<file path="config.mk">
export PLATFORM = sky130hd
export DESIGN_NAME = vector_mac_flat
export DESIGN_NICKNAME = d
export VERILOG_FILES = /design/src/rtl/vector_mac_if.sv /design/src/rtl/vector_mac.sv /design/src/flat_wrapper.sv
export SDC_FILE = /design/constraint.sdc
export NUM_CORES = 1
export LEC_CHECK = 0
export CELL_PAD_IN_SITES_DETAIL_PLACEMENT = 0
export CELL_PAD_IN_SITES_GLOBAL_PLACEMENT = 1
export CORE_UTILIZATION = 40
export CTS_CLUSTER_DIAMETER = 150
export DETAILED_ROUTE_END_ITERATION = 6
export PLACE_DENSITY = 0.81
export SETUP_SLACK_MARGIN = 0.3
export SLEW_MARGIN = 10
export SYNTH_ARGS = -nofsm -noshare
export SYNTH_HDL_FRONTEND = slang
export SYNTH_SLANG_ARGS = --single-unit
</file>
<file path="constraint.sdc">
create_clock -name clk -period 11.15 [get_ports clk]
set_input_delay 2.23 -clock clk [delete_from_list [all_inputs] [get_ports clk]]
set_output_delay 2.23 -clock clk [all_outputs]
set_load 0.05 [all_outputs]
</file>
<file path="src/rtl/vector_mac_if.sv">
// Operand/result handshake bundle for vector_mac: two independent operand
// channels (a with its mode bit, b) and one result channel carrying result, dot and error.
interface vector_mac_if #(
  parameter int VECTOR_LEN        = 5,
  parameter int A_CELL_WIDTH      = 8,
  parameter int B_CELL_WIDTH      = 8,
  parameter int RESULT_CELL_WIDTH = 8,
  parameter int DOT_WIDTH         = 16
);
  logic [VECTOR_LEN*A_CELL_WIDTH-1:0]      a;
  logic                                    a_valid;
  logic                                    a_ready;
  logic                                    mode;
  logic [VECTOR_LEN*B_CELL_WIDTH-1:0]      b;
  logic                                    b_valid;
  logic                                    b_ready;
  logic [VECTOR_LEN*RESULT_CELL_WIDTH-1:0] result;
  logic [DOT_WIDTH-1:0]                    dot;
  logic                                    result_valid;
  logic                                    result_ready;
  logic                                    error;

  modport master (
    output a, a_valid, mode, b, b_valid, result_ready,
    input  a_ready, b_ready, result, dot, result_valid, error
  );

  modport slave (
    input  a, a_valid, mode, b, b_valid, result_ready,
    output a_ready, b_ready, result, dot, result_valid, error
  );
endinterface

</file>
<file path="src/rtl/vector_mac.sv">
// Tiled signed fixed-point vector multiplier: elementwise products (mode 0) or dot product (mode 1).
// Define VECTOR_MAC_SATURATE_EN to clamp out-of-range values instead of truncating them.
module vector_mac #(
  parameter int VECTOR_LEN        = 5,
  parameter int A_CELL_WIDTH      = 8,
  parameter int B_CELL_WIDTH      = 8,
  parameter int RESULT_CELL_WIDTH = 8,
  parameter int DOT_WIDTH         = 16,
  parameter int FRACTION_WIDTH    = 4,
  parameter int TILING            = 1
) (
  input  logic        clk,
  input  logic        rst,
  vector_mac_if.slave bus
);
  localparam int PROD_W   = A_CELL_WIDTH + B_CELL_WIDTH;
  localparam int ACC_W    = PROD_W + $clog2(VECTOR_LEN) + 1;
  localparam int WIDE_TGT = (DOT_WIDTH > RESULT_CELL_WIDTH) ? DOT_WIDTH : RESULT_CELL_WIDTH;
  localparam int EXT_W    = ((ACC_W > WIDE_TGT) ? ACC_W : WIDE_TGT) + 1;
  localparam int IDX_W    = (VECTOR_LEN > 1) ? $clog2(VECTOR_LEN) : 1;
  localparam int CNT_W    = $clog2(VECTOR_LEN + TILING + 1);
  localparam logic [CNT_W-1:0] STEP = CNT_W'(TILING);
  localparam logic [CNT_W-1:0] VLEN = CNT_W'(VECTOR_LEN);

  typedef enum logic [1:0] {
    IDLE = 2'd0,
    CALC = 2'd1,
    DONE = 2'd2
  } state_t;

  state_t state_reg;
  state_t state_next;

  logic [VECTOR_LEN*A_CELL_WIDTH-1:0] a_reg;
  logic [VECTOR_LEN*B_CELL_WIDTH-1:0] b_reg;
  logic                               mode_reg;
  logic                               a_set_reg;
  logic                               b_set_reg;
  logic [CNT_W-1:0]                   counter_reg;
  logic signed [ACC_W-1:0]            acc_reg;
  logic [RESULT_CELL_WIDTH-1:0]       result_reg [VECTOR_LEN];
  logic [DOT_WIDTH-1:0]               dot_reg;
  logic                               error_reg;

  logic a_fire;
  logic b_fire;
  logic calc_last;
  logic done_ack;
  logic result_valid_next;

  logic signed [A_CELL_WIDTH-1:0]      a_cell   [VECTOR_LEN];
  logic signed [B_CELL_WIDTH-1:0]      b_cell   [VECTOR_LEN];
  logic [CNT_W-1:0]                    lane_idx [TILING];
  logic signed [EXT_W-1:0]             lane_prod [TILING];
  logic [RESULT_CELL_WIDTH-1:0]        lane_cell [TILING];
  logic [TILING-1:0]                   lane_active;
  logic [TILING-1:0]                   lane_ovf;
  logic signed [ACC_W-1:0]             lane_sum;
  logic                                lane_err;
  logic signed [ACC_W-1:0]             acc_sum;
  logic signed [EXT_W-1:0]             dot_wide;
  logic                                dot_ovf;

  // Returns v clamped (or passed through for later truncation) and flags
  // whether v lies outside the signed range of a w-bit target.
  function automatic logic signed [EXT_W-1:0] reduce(
    input  logic signed [EXT_W-1:0] v,
    input  int                      w,
    output logic                    ovf
  );
    logic signed [EXT_W-1:0] hi;
    logic signed [EXT_W-1:0] lo;
    hi  = (EXT_W'(1) <<< (w - 1)) - EXT_W'(1);
    lo  = ~hi;
    ovf = (v > hi) || (v < lo);
`ifdef VECTOR_MAC_SATURATE_EN
    if (v > hi) return hi;
    if (v < lo) return lo;
    return v;
`else
    return v;
`endif
  endfunction

  genvar gi;

  generate
    for (gi = 0; gi < VECTOR_LEN; gi++) begin : g_cells
      assign a_cell[gi] = a_reg[gi*A_CELL_WIDTH +: A_CELL_WIDTH];
      assign b_cell[gi] = b_reg[gi*B_CELL_WIDTH +: B_CELL_WIDTH];
      assign bus.result[gi*RESULT_CELL_WIDTH +: RESULT_CELL_WIDTH] = result_reg[gi];
    end
  endgenerate

  // Each lane handles cell counter+gi; lanes past the end of the vector yield zero.
  generate
    for (gi = 0; gi < TILING; gi++) begin : g_lanes
      logic [IDX_W-1:0]         sel;
      logic signed [PROD_W-1:0] mul;
      logic signed [EXT_W-1:0]  red;
      logic                     ovf;

      assign lane_idx[gi]    = counter_reg + CNT_W'(gi);
      assign lane_active[gi] = lane_idx[gi] < VLEN;
      assign sel             = lane_idx[gi][IDX_W-1:0];
      assign mul             = PROD_W'(a_cell[sel]) * PROD_W'(b_cell[sel]);
      assign lane_prod[gi]   = lane_active[gi] ? EXT_W'(mul >>> FRACTION_WIDTH) : {EXT_W{1'b0}};

      always_comb begin
        ovf = 1'b0;
        red = reduce(lane_prod[gi], RESULT_CELL_WIDTH, ovf);
      end

      assign lane_cell[gi] = RESULT_CELL_WIDTH'(red);
      assign lane_ovf[gi]  = ovf;
    end
  endgenerate

  always_comb begin
    lane_sum = '0;
    lane_err = 1'b0;
    for (int li = 0; li < TILING; li++) begin
      lane_sum = lane_sum + ACC_W'(lane_prod[li]);
      lane_err = lane_err | lane_ovf[li];
    end
  end

  assign acc_sum = acc_reg + lane_sum;

  always_comb begin
    dot_ovf  = 1'b0;
    dot_wide = reduce(EXT_W'(acc_sum), DOT_WIDTH, dot_ovf);
  end

  assign a_fire = bus.a_valid && !a_set_reg;
  assign b_fire = bus.b_valid && !b_set_reg;

  always_ff @(posedge clk) begin
    if (rst) begin
      state_reg <= IDLE;
    end else begin
      state_reg <= state_next;
    end
  end

  always_comb begin
    state_next        = state_reg;
    calc_last         = 1'b0;
    done_ack          = 1'b0;
    result_valid_next = 1'b0;
    case (state_reg)
      IDLE: begin
        if (a_set_reg && b_set_reg) state_next = CALC;
      end
      CALC: begin
        calc_last = (counter_reg + STEP) >= VLEN;
        if (calc_last) state_next = DONE;
      end
      DONE: begin
        result_valid_next = 1'b1;
        done_ack          = bus.result_ready;
        if (done_ack) state_next = IDLE;
      end
      default: state_next = IDLE;
    endcase
  end

  always_ff @(posedge clk) begin
    if (rst) begin
      a_reg       <= '0;
      b_reg       <= '0;
      mode_reg    <= 1'b0;
      a_set_reg   <= 1'b0;
      b_set_reg   <= 1'b0;
      counter_reg <= '0;
      acc_reg     <= '0;
      dot_reg     <= '0;
      error_reg   <= 1'b0;
      for (int ci = 0; ci < VECTOR_LEN; ci++) result_reg[ci] <= '0;
    end else begin
      if (a_fire) begin
        a_reg     <= bus.a;
        mode_reg  <= bus.mode;
        a_set_reg <= 1'b1;
      end
      if (b_fire) begin
        b_reg     <= bus.b;
        b_set_reg <= 1'b1;
      end

      if (state_reg == CALC) begin
        counter_reg <= calc_last ? '0 : counter_reg + STEP;
        if (mode_reg) begin
          acc_reg <= acc_sum;
          if (calc_last) begin
            dot_reg <= DOT_WIDTH'(dot_wide);
            if (dot_ovf) error_reg <= 1'b1;
          end
        end else begin
          for (int li = 0; li < TILING; li++) begin
            if (lane_active[li]) result_reg[lane_idx[li][IDX_W-1:0]] <= lane_cell[li];
          end
          if (lane_err) error_reg <= 1'b1;
        end
      end

      // Handshake in DONE releases both operand slots and wipes the outputs.
      if (done_ack) begin
        a_set_reg <= 1'b0;
        b_set_reg <= 1'b0;
        acc_reg   <= '0;
        dot_reg   <= '0;
        error_reg <= 1'b0;
        for (int ci = 0; ci < VECTOR_LEN; ci++) result_reg[ci] <= '0;
      end
    end
  end

  assign bus.a_ready      = !a_set_reg;
  assign bus.b_ready      = !b_set_reg;
  assign bus.result_valid = result_valid_next;
  assign bus.dot          = dot_reg;
  assign bus.error        = error_reg;
endmodule
</file>
<file path="src/flat_wrapper.sv">
// flat-port wrapper written by rule: the top's interface ports become plain ports
module vector_mac_flat 
#(
  parameter int VECTOR_LEN        = 5,
  parameter int A_CELL_WIDTH      = 8,
  parameter int B_CELL_WIDTH      = 8,
  parameter int RESULT_CELL_WIDTH = 8,
  parameter int DOT_WIDTH         = 16,
  parameter int FRACTION_WIDTH    = 4,
  parameter int TILING            = 1
)
  (clk, rst, bus_a, bus_a_valid, bus_mode, bus_b, bus_b_valid, bus_result_ready, bus_a_ready, bus_b_ready, bus_result, bus_dot, bus_result_valid, bus_error);
  vector_mac_if #(.VECTOR_LEN(VECTOR_LEN), .A_CELL_WIDTH(A_CELL_WIDTH), .B_CELL_WIDTH(B_CELL_WIDTH), .RESULT_CELL_WIDTH(RESULT_CELL_WIDTH), .DOT_WIDTH(DOT_WIDTH)) bus_i ();
  input  logic clk;
  input  logic rst;
  input wire logic [$bits(bus_i.a)-1:0] bus_a;
  input wire logic [$bits(bus_i.a_valid)-1:0] bus_a_valid;
  input wire logic [$bits(bus_i.mode)-1:0] bus_mode;
  input wire logic [$bits(bus_i.b)-1:0] bus_b;
  input wire logic [$bits(bus_i.b_valid)-1:0] bus_b_valid;
  input wire logic [$bits(bus_i.result_ready)-1:0] bus_result_ready;
  output wire logic [$bits(bus_i.a_ready)-1:0] bus_a_ready;
  output wire logic [$bits(bus_i.b_ready)-1:0] bus_b_ready;
  output wire logic [$bits(bus_i.result)-1:0] bus_result;
  output wire logic [$bits(bus_i.dot)-1:0] bus_dot;
  output wire logic [$bits(bus_i.result_valid)-1:0] bus_result_valid;
  output wire logic [$bits(bus_i.error)-1:0] bus_error;
  assign bus_i.a = bus_a;
  assign bus_i.a_valid = bus_a_valid;
  assign bus_i.mode = bus_mode;
  assign bus_i.b = bus_b;
  assign bus_i.b_valid = bus_b_valid;
  assign bus_i.result_ready = bus_result_ready;
  assign bus_a_ready = bus_i.a_ready;
  assign bus_b_ready = bus_i.b_ready;
  assign bus_result = bus_i.result;
  assign bus_dot = bus_i.dot;
  assign bus_result_valid = bus_i.result_valid;
  assign bus_error = bus_i.error;
  vector_mac #(.VECTOR_LEN(VECTOR_LEN), .A_CELL_WIDTH(A_CELL_WIDTH), .B_CELL_WIDTH(B_CELL_WIDTH), .RESULT_CELL_WIDTH(RESULT_CELL_WIDTH), .DOT_WIDTH(DOT_WIDTH), .FRACTION_WIDTH(FRACTION_WIDTH), .TILING(TILING)) u_core (.clk(clk), .rst(rst), .bus(bus_i));
endmodule
</file>
==> impl_metrics.toml, run 1 <==
[placed_design]
dp.cells = 1602
routabilityCongestion = 0.854
dp_hpwl_mm = 18.2
dpl_cell_area_um2 = 11700
port_buffers = 145

[sta]
post-route-period-util = 0.794
maxSlewViolCount = 0
setup_viol = 0
tightest_slew_ps = 1040
clock_skew_ps = 11.9
whs_ps = 450
rsz0062_at_grt = "no"
finalHoldViolations = 0
period_needed_ps = 8860
tns_ps = 0
relSlewSlack = 0.308
max_freq_ghz = 0.113

[routing]
num_vias = 8215
drc = 0
drtPass1Iterations = 5
drt-initial-drc-count = 408
via_per_inst = 5.03
wl_mm = 24.2
ant_nets = 0
routedWlPerCell_um = 14.8

[layout]
drive_gt1_frac = 0.0542
fin_nets = 1480
antennaDiodeCount = 0
instances_no_fill = 1634
final_cell_area_um2 = 12200
syn2layout_area_growth_pct = 22.8

[floorplanning]
design.core.area_um2 = 24400
die-area_um2 = 25600
die_y_um = 160
ios = 146
die_w_um = 160
start_util = 0.409
row_count = 57

[clock_network]
clk_pin_slew_worst_paths_ps = 70
clock_latency_ps = 430
cts_setup_buffers = 0
cts_sinks = 165
h-tree-depth = 4
cts_resized = 0
cts_buffer_depth = 2
postCtsHoldBufs = 0
root_buffer = "clkbuf_16"
cts_inserted_buffers = 17
cts_tree = "built"

[yosys]
postSynthCellCount = 1177
ys_async_sr_fraction = 0
synth_cell_type_count = 64
yosys_warnings = 0
syn_nets = 1360
yosysMostFrequentCell = "nand2_1"
synth_top_area_cell = "dfxtp_1"
ys_seq_elements = 165
synth_area_um2 = 9970
syn_avg_cell_area_um2 = 8.47
ys_seq_area_frac = 0.371
synth_common_cells = "246 x nand2_1, 135 x a21oi_1, 125 x dfxtp_1"
yosys-top-cells-area = "dfxtp_1 25%, edfxtp_1 12%, fa_1 11%, nand2_1 9.3%, a21oi_1 6.8%"
synth_edf_count = 40
synth-main-ff-cell = "dfxtp_1"
synth_top_area_frac = 0.251

[worst_setup_path]
worst-path-max-fanout = 25
reg2reg_slack_ps = 2290
r2r_start = "u_core.counter_reg[0]$_SDFFE_PP0N_"
path_buf_inv = 4
worst_setup_path_start_kind = "register"
r2r_end = "u_core.bus.dot[13]$_SDFFE_PP0P_"
crit_arrival_ps = 9210
crit_path_max_incr_delay_ps = 1000
r2r_cells = 27
critPathTopFamily = "adder cells"
timing_worst_setup_path_type = "reg2reg"
cp-end-kind = "register"
critical_path_required_ps = 11510
slowest_stage = "dfxtp_1"

[worst_hold_path]
whs_endpoint = "u_core.bus.dot[13]$_SDFFE_PP0P_"
whs_path_depth = 2
hp-class = "reg2reg"
hp-start = "u_core.bus.dot[13]$_SDFFE_PP0P_"

[run_status]
outcome = "complete, no violations"

[power_and_ir_drop]
p_per_area_nw_per_um2 = 123
power_leakage_nw = 4.86
ir_worst_vdd_uv = 90.2

[grt]
grt_max_degree = 91
grt_usage = 0.199
grt_overflow = 0
antenna_found_initial = 0
grt_pass1_vias = 8228
grt_pass1_wl_mm = 41.1

[run]
drv_cap = 0
tightest hold or removal path: cells and delay by family (launching register included):
kind,cells,cell delay [ps]
AOI/OAI and AO/OA,1,50
DFF,1,310
and+or+nand+nor,1,50
placed cells by master (no fill, tap or decap), types with 7 or more instances in the layout:
cell | Yosys | layout
a211oi_1 | 8 | 8
a21o_1 | 9 | 9
a21oi_1 | 135 | 135
a22oi_1 | 7 | 7
a31oi_1 | 9 | 9
buf_4 | 0 | 9
clkbuf_16 | 0 | 17
clkdlybuf4s50_1 | 0 | 144
dfxtp_1 | 125 | 125
edfxtp_1 | 40 | 40
fa_1 | 55 | 55
ha_1 | 42 | 42
inv_1 | 101 | 101
mux2i_1 | 23 | 23
nand2_1 | 246 | 246
nand2b_1 | 10 | 10
nand3_1 | 13 | 13
nor2_1 | 124 | 124
nor2b_1 | 16 | 14
nor3_1 | 11 | 11
o21ai_0 | 17 | 17
or2_2 | 10 | 10
or3_1 | 8 | 8
xnor2_1 | 27 | 27
xor2_1 | 10 | 10
routing by layer:
layer	wire (µm)	up-vias	GRT usage
li1	-	4153	-
met1	11700	3837	0.269
met2	11100	199	0.327
met3	1090	26	0.0377
met4	314	0	0.0489
met5	0	-	0
report_power, final:
part           switching [mW]  internal [mW]  leakage [nW]  total, mW
registers              0.0136          0.636          1.43      0.649
logic                   0.186          0.120          3.15      0.306
clock network           0.259          0.291         0.269      0.550
total                   0.459           1.05          4.86       1.51
metrics by stage:
step	utilization	setup slack (ps)	total power, mW
2_1_floorplan	-	3220	0.871
3_5_place_dp	0.479	2310	0.969
4_1_cts	0.502	2270	1.52
6_report	0.502	2290	1.51
5_1_grt	0.502	1540	1.58
3_3_place_gp	0.479	2580	0.965
kinds of logic after synthesis:
logic type	synth area share
AO/OA/AOI/OAI	0.139
XOR/XNOR	0.0325
adder cells (fa/ha/maj)	0.163
buffers and inverters	0.0587
flip-flops	0.371
multiplexers	0.0355
AND/OR/NAND/NOR	0.200
worst max-delay path by stage:
stage | startpoint | to | slack (ps) | cells past startpoint
after floorplan | u_core.counter_reg[0]$_SDFFE_PP0N_ | u_core.bus.error$_SDFFE_PP0P_ | 3220 | 29
after global placement | u_core.counter_reg[0]$_SDFFE_PP0N_ | u_core.bus.dot[13]$_SDFFE_PP0P_ | 2580 | 27
after detailed placement | u_core.counter_reg[0]$_SDFFE_PP0N_ | u_core.bus.dot[13]$_SDFFE_PP0P_ | 2310 | 27
after CTS | u_core.counter_reg[0]$_SDFFE_PP0N_ | u_core.bus.dot[13]$_SDFFE_PP0P_ | 2270 | 27
after global routing | u_core.counter_reg[0]$_SDFFE_PP0N_ | u_core.bus.dot[13]$_SDFFE_PP0P_ | 1540 | 26
final | u_core.counter_reg[0]$_SDFFE_PP0N_ | u_core.bus.dot[13]$_SDFFE_PP0P_ | 2290 | 27
layout make-up:
type / count / area [µm²]
clock buffers: 18 / 429
multi-input cells: 856 / 5690
well taps: 324 / 405
repair buffers: 154 / 1510
flip-flops and latches: 165 / 3700
fillers: 2364 / 12100
inverters: 103 / 387
clock inverters: 14 / 119
Note: power is estimated with default switching activity, not from simulation.
==> run 2: changes to the inputs <==
==> constraint.sdc (replaced) <==
create_clock -name clk -period 8.7 [get_ports clk]
set_input_delay 1.74 -clock clk [delete_from_list [all_inputs] [get_ports clk]]
set_output_delay 1.74 -clock clk [all_outputs]
set_load 0.05 [all_outputs]
==> impl_metrics.toml, run 2 (synthesized netlist as in run 1, its figures left out) <==
[layout]
finalCoreUtilization = 0.511
antennaDiodeCount = 0
final_cell_mix = "246 x nand2_1, 144 x clkdlybuf4s50_1, 134 x a21oi_1, 123 x nor2_1, 123 x dfxtp_1"
layout_commonest_cell = "nand2_1"
fin_nets = 1494
syn2layout_area_growth_pct = 25.1
drive_gt1_frac = 0.0687
instances_no_fill = 1648

[floorplanning]
ios = 146
row_count = 57
design.core.area_um2 = 24400
die_w_um = 160
start_util = 0.409
die-area_um2 = 25600
die_y_um = 160

[grt]
grt_max_degree = 91
grt_usage = 0.195
grt_overflow = 0
grtUsageMet2 = 0.323
grt_pass1_vias = 8011
gr-usage-met1 = 0.266
grt_pass1_wl_mm = 39.9
antenna_found_initial = 0
top_usage_layer = "met2"
met3_usage = 0.0299

[routing]
routedWlPerCell_um = 14.6
wl_mm = 24.1
drc = 0
via_per_inst = 4.98
ant_nets = 0
drt-initial-drc-count = 435
num_vias = 8208
drtPass1Iterations = 5

[worst_hold_path]
whs_path_depth = 2
hp-class = "reg2reg"
hp-start = "u_core.b_reg[33]$_SDFFE_PP0P_"
whs_endpoint = "u_core.b_reg[33]$_SDFFE_PP0P_"

[worst_setup_path]
timing_worst_setup_path_type = "reg2reg"
cp-end-kind = "register"
r2r_cells = 30
crit_arrival_ps = 8110
critical_path_required_ps = 9010
worst-path-max-fanout = 19
slowest_stage = "dfxtp_2"
r2r_end = "u_core.bus.error$_SDFFE_PP0P_"
worst_setup_path_start_kind = "register"
r2r_start = "u_core.counter_reg[0]$_SDFFE_PP0N_"
crit_path_max_incr_delay_ps = 620
reg2reg_slack_ps = 900

[clock_network]
h-tree-depth = 4
cts_inserted_buffers = 17
cts_buffer_depth = 2
cts_tree = "built"
cts_setup_buffers = 0
postCtsHoldBufs = 0
clk_pin_slew_worst_paths_ps = 70
root_buffer = "clkbuf_16"
clock_latency_ps = 430
cts_sinks = 165

[placed_design]
dp_hpwl_mm = 18.3
dp.cells = 1616
routabilityCongestion = 0.853
port_buffers = 145

[sta]
rsz0062_at_grt = "no"
max_freq_ghz = 0.128
tightest_slew_ps = 970
finalHoldViolations = 0
clock_skew_ps = 14.0
relSlewSlack = 0.353
tns_ps = 0
period_needed_ps = 7800
post-route-period-util = 0.897
maxSlewViolCount = 0
setup_viol = 0

[power_and_ir_drop]
swShare = 0.288
power_leakage_nw = 4.97
p_seq_frac = 0.404
total_power_mw = 2.06
pwr-share-clk = 0.400
p_int_mw = 1.46
power_switching_mw = 0.593
p_per_area_nw_per_um2 = 165
p_comb_frac = 0.195
ir_worst_vdd_uv = 118

[run]
drv_cap = 0

[run_status]
outcome = "complete, no violations"
==> run 2: changes by cell type in the layout (fill, tap and decap cells not counted), moves of 2 or more <==
| cell | change |
|---|---|
| inv_8 | -2 |
| dfxtp_1 | -2 |
| buf_4 | +13 |
| bufinv_16 | +4 |
| dfxtp_2 | +2 |
| clkinv_4 | -2 |
==> run 2: worst max path at each step <==
| stage | start | to | depth (start not counted) |
|---|---|---|---|
| global placement | u_core.counter_reg[0]$_SDFFE_PP0N_ | u_core.bus.dot[13]$_SDFFE_PP0P_ | 30 |
| floorplan | u_core.counter_reg[0]$_SDFFE_PP0N_ | u_core.bus.error$_SDFFE_PP0P_ | 29 |
| CTS | u_core.counter_reg[0]$_SDFFE_PP0N_ | u_core.bus.error$_SDFFE_PP0P_ | 30 |
| finish | u_core.counter_reg[0]$_SDFFE_PP0N_ | u_core.bus.error$_SDFFE_PP0P_ | 30 |
| detailed placement | u_core.counter_reg[0]$_SDFFE_PP0N_ | u_core.bus.error$_SDFFE_PP0P_ | 30 |
| global route | u_core.counter_reg[0]$_SDFFE_PP0N_ | u_core.bus.error$_SDFFE_PP0P_ | 29 |
==> run 2: area by class of cell <==
type	count	area, µm²
Clock buffer	17	425
Tap cell	324	405
Sequential cell	165	3710
Inverter	103	387
Fill cell	2391	11900
Multi-Input combinational cell	856	5700
Timing Repair Buffer	168	1630
Clock inverter	15	216
==> run 2: critical path: cells and delay by family (launching register included) <==
family,cells,cell delay (ps)
DFF,1,620
adders and majority gates,6,2610
AOI/OAI and AO/OA,13,2660
buffers and inverters,6,550
and+or+nand+nor,5,1220
==> run 2: per-layer routing <==
layer | part of all wire | up-vias
met4 | 0.013 | 0
li1 | - | 4166
met1 | 0.48 | 3819
met5 | 0 | -
met2 | 0.46 | 198
met3 | 0.041 | 25
==> run 2: through the flow <==
stage / setup slack [ps] / area (µm²) / hold WS (ps)
global placement: 690 / 11800 / 441
detailed placement: 547 / 11800 / 444
floorplan: 773 / 9970 / 425
global route: 341 / 12500 / 464
CTS: 500 / 12500 / 453
finish: 898 / 12500 / 452
==> run 2: timing repair <==
action / 4_1_cts / 5_1_grt
hold endpoints to repair: 0 / 0
gates resized for setup: 0 / 5
endpoints found under the setup margin: 0 / 13
==> run 2: power groups by stage <==
stage	logic, mW	clock network [mW]	registers, mW
after floorplan	0.245	0	0.871
after global placement	0.397	0	0.849
after detailed placement	0.401	0	0.850
after CTS	0.403	0.842	0.832
after global routing	0.446	0.870	0.836
final	0.402	0.823	0.832
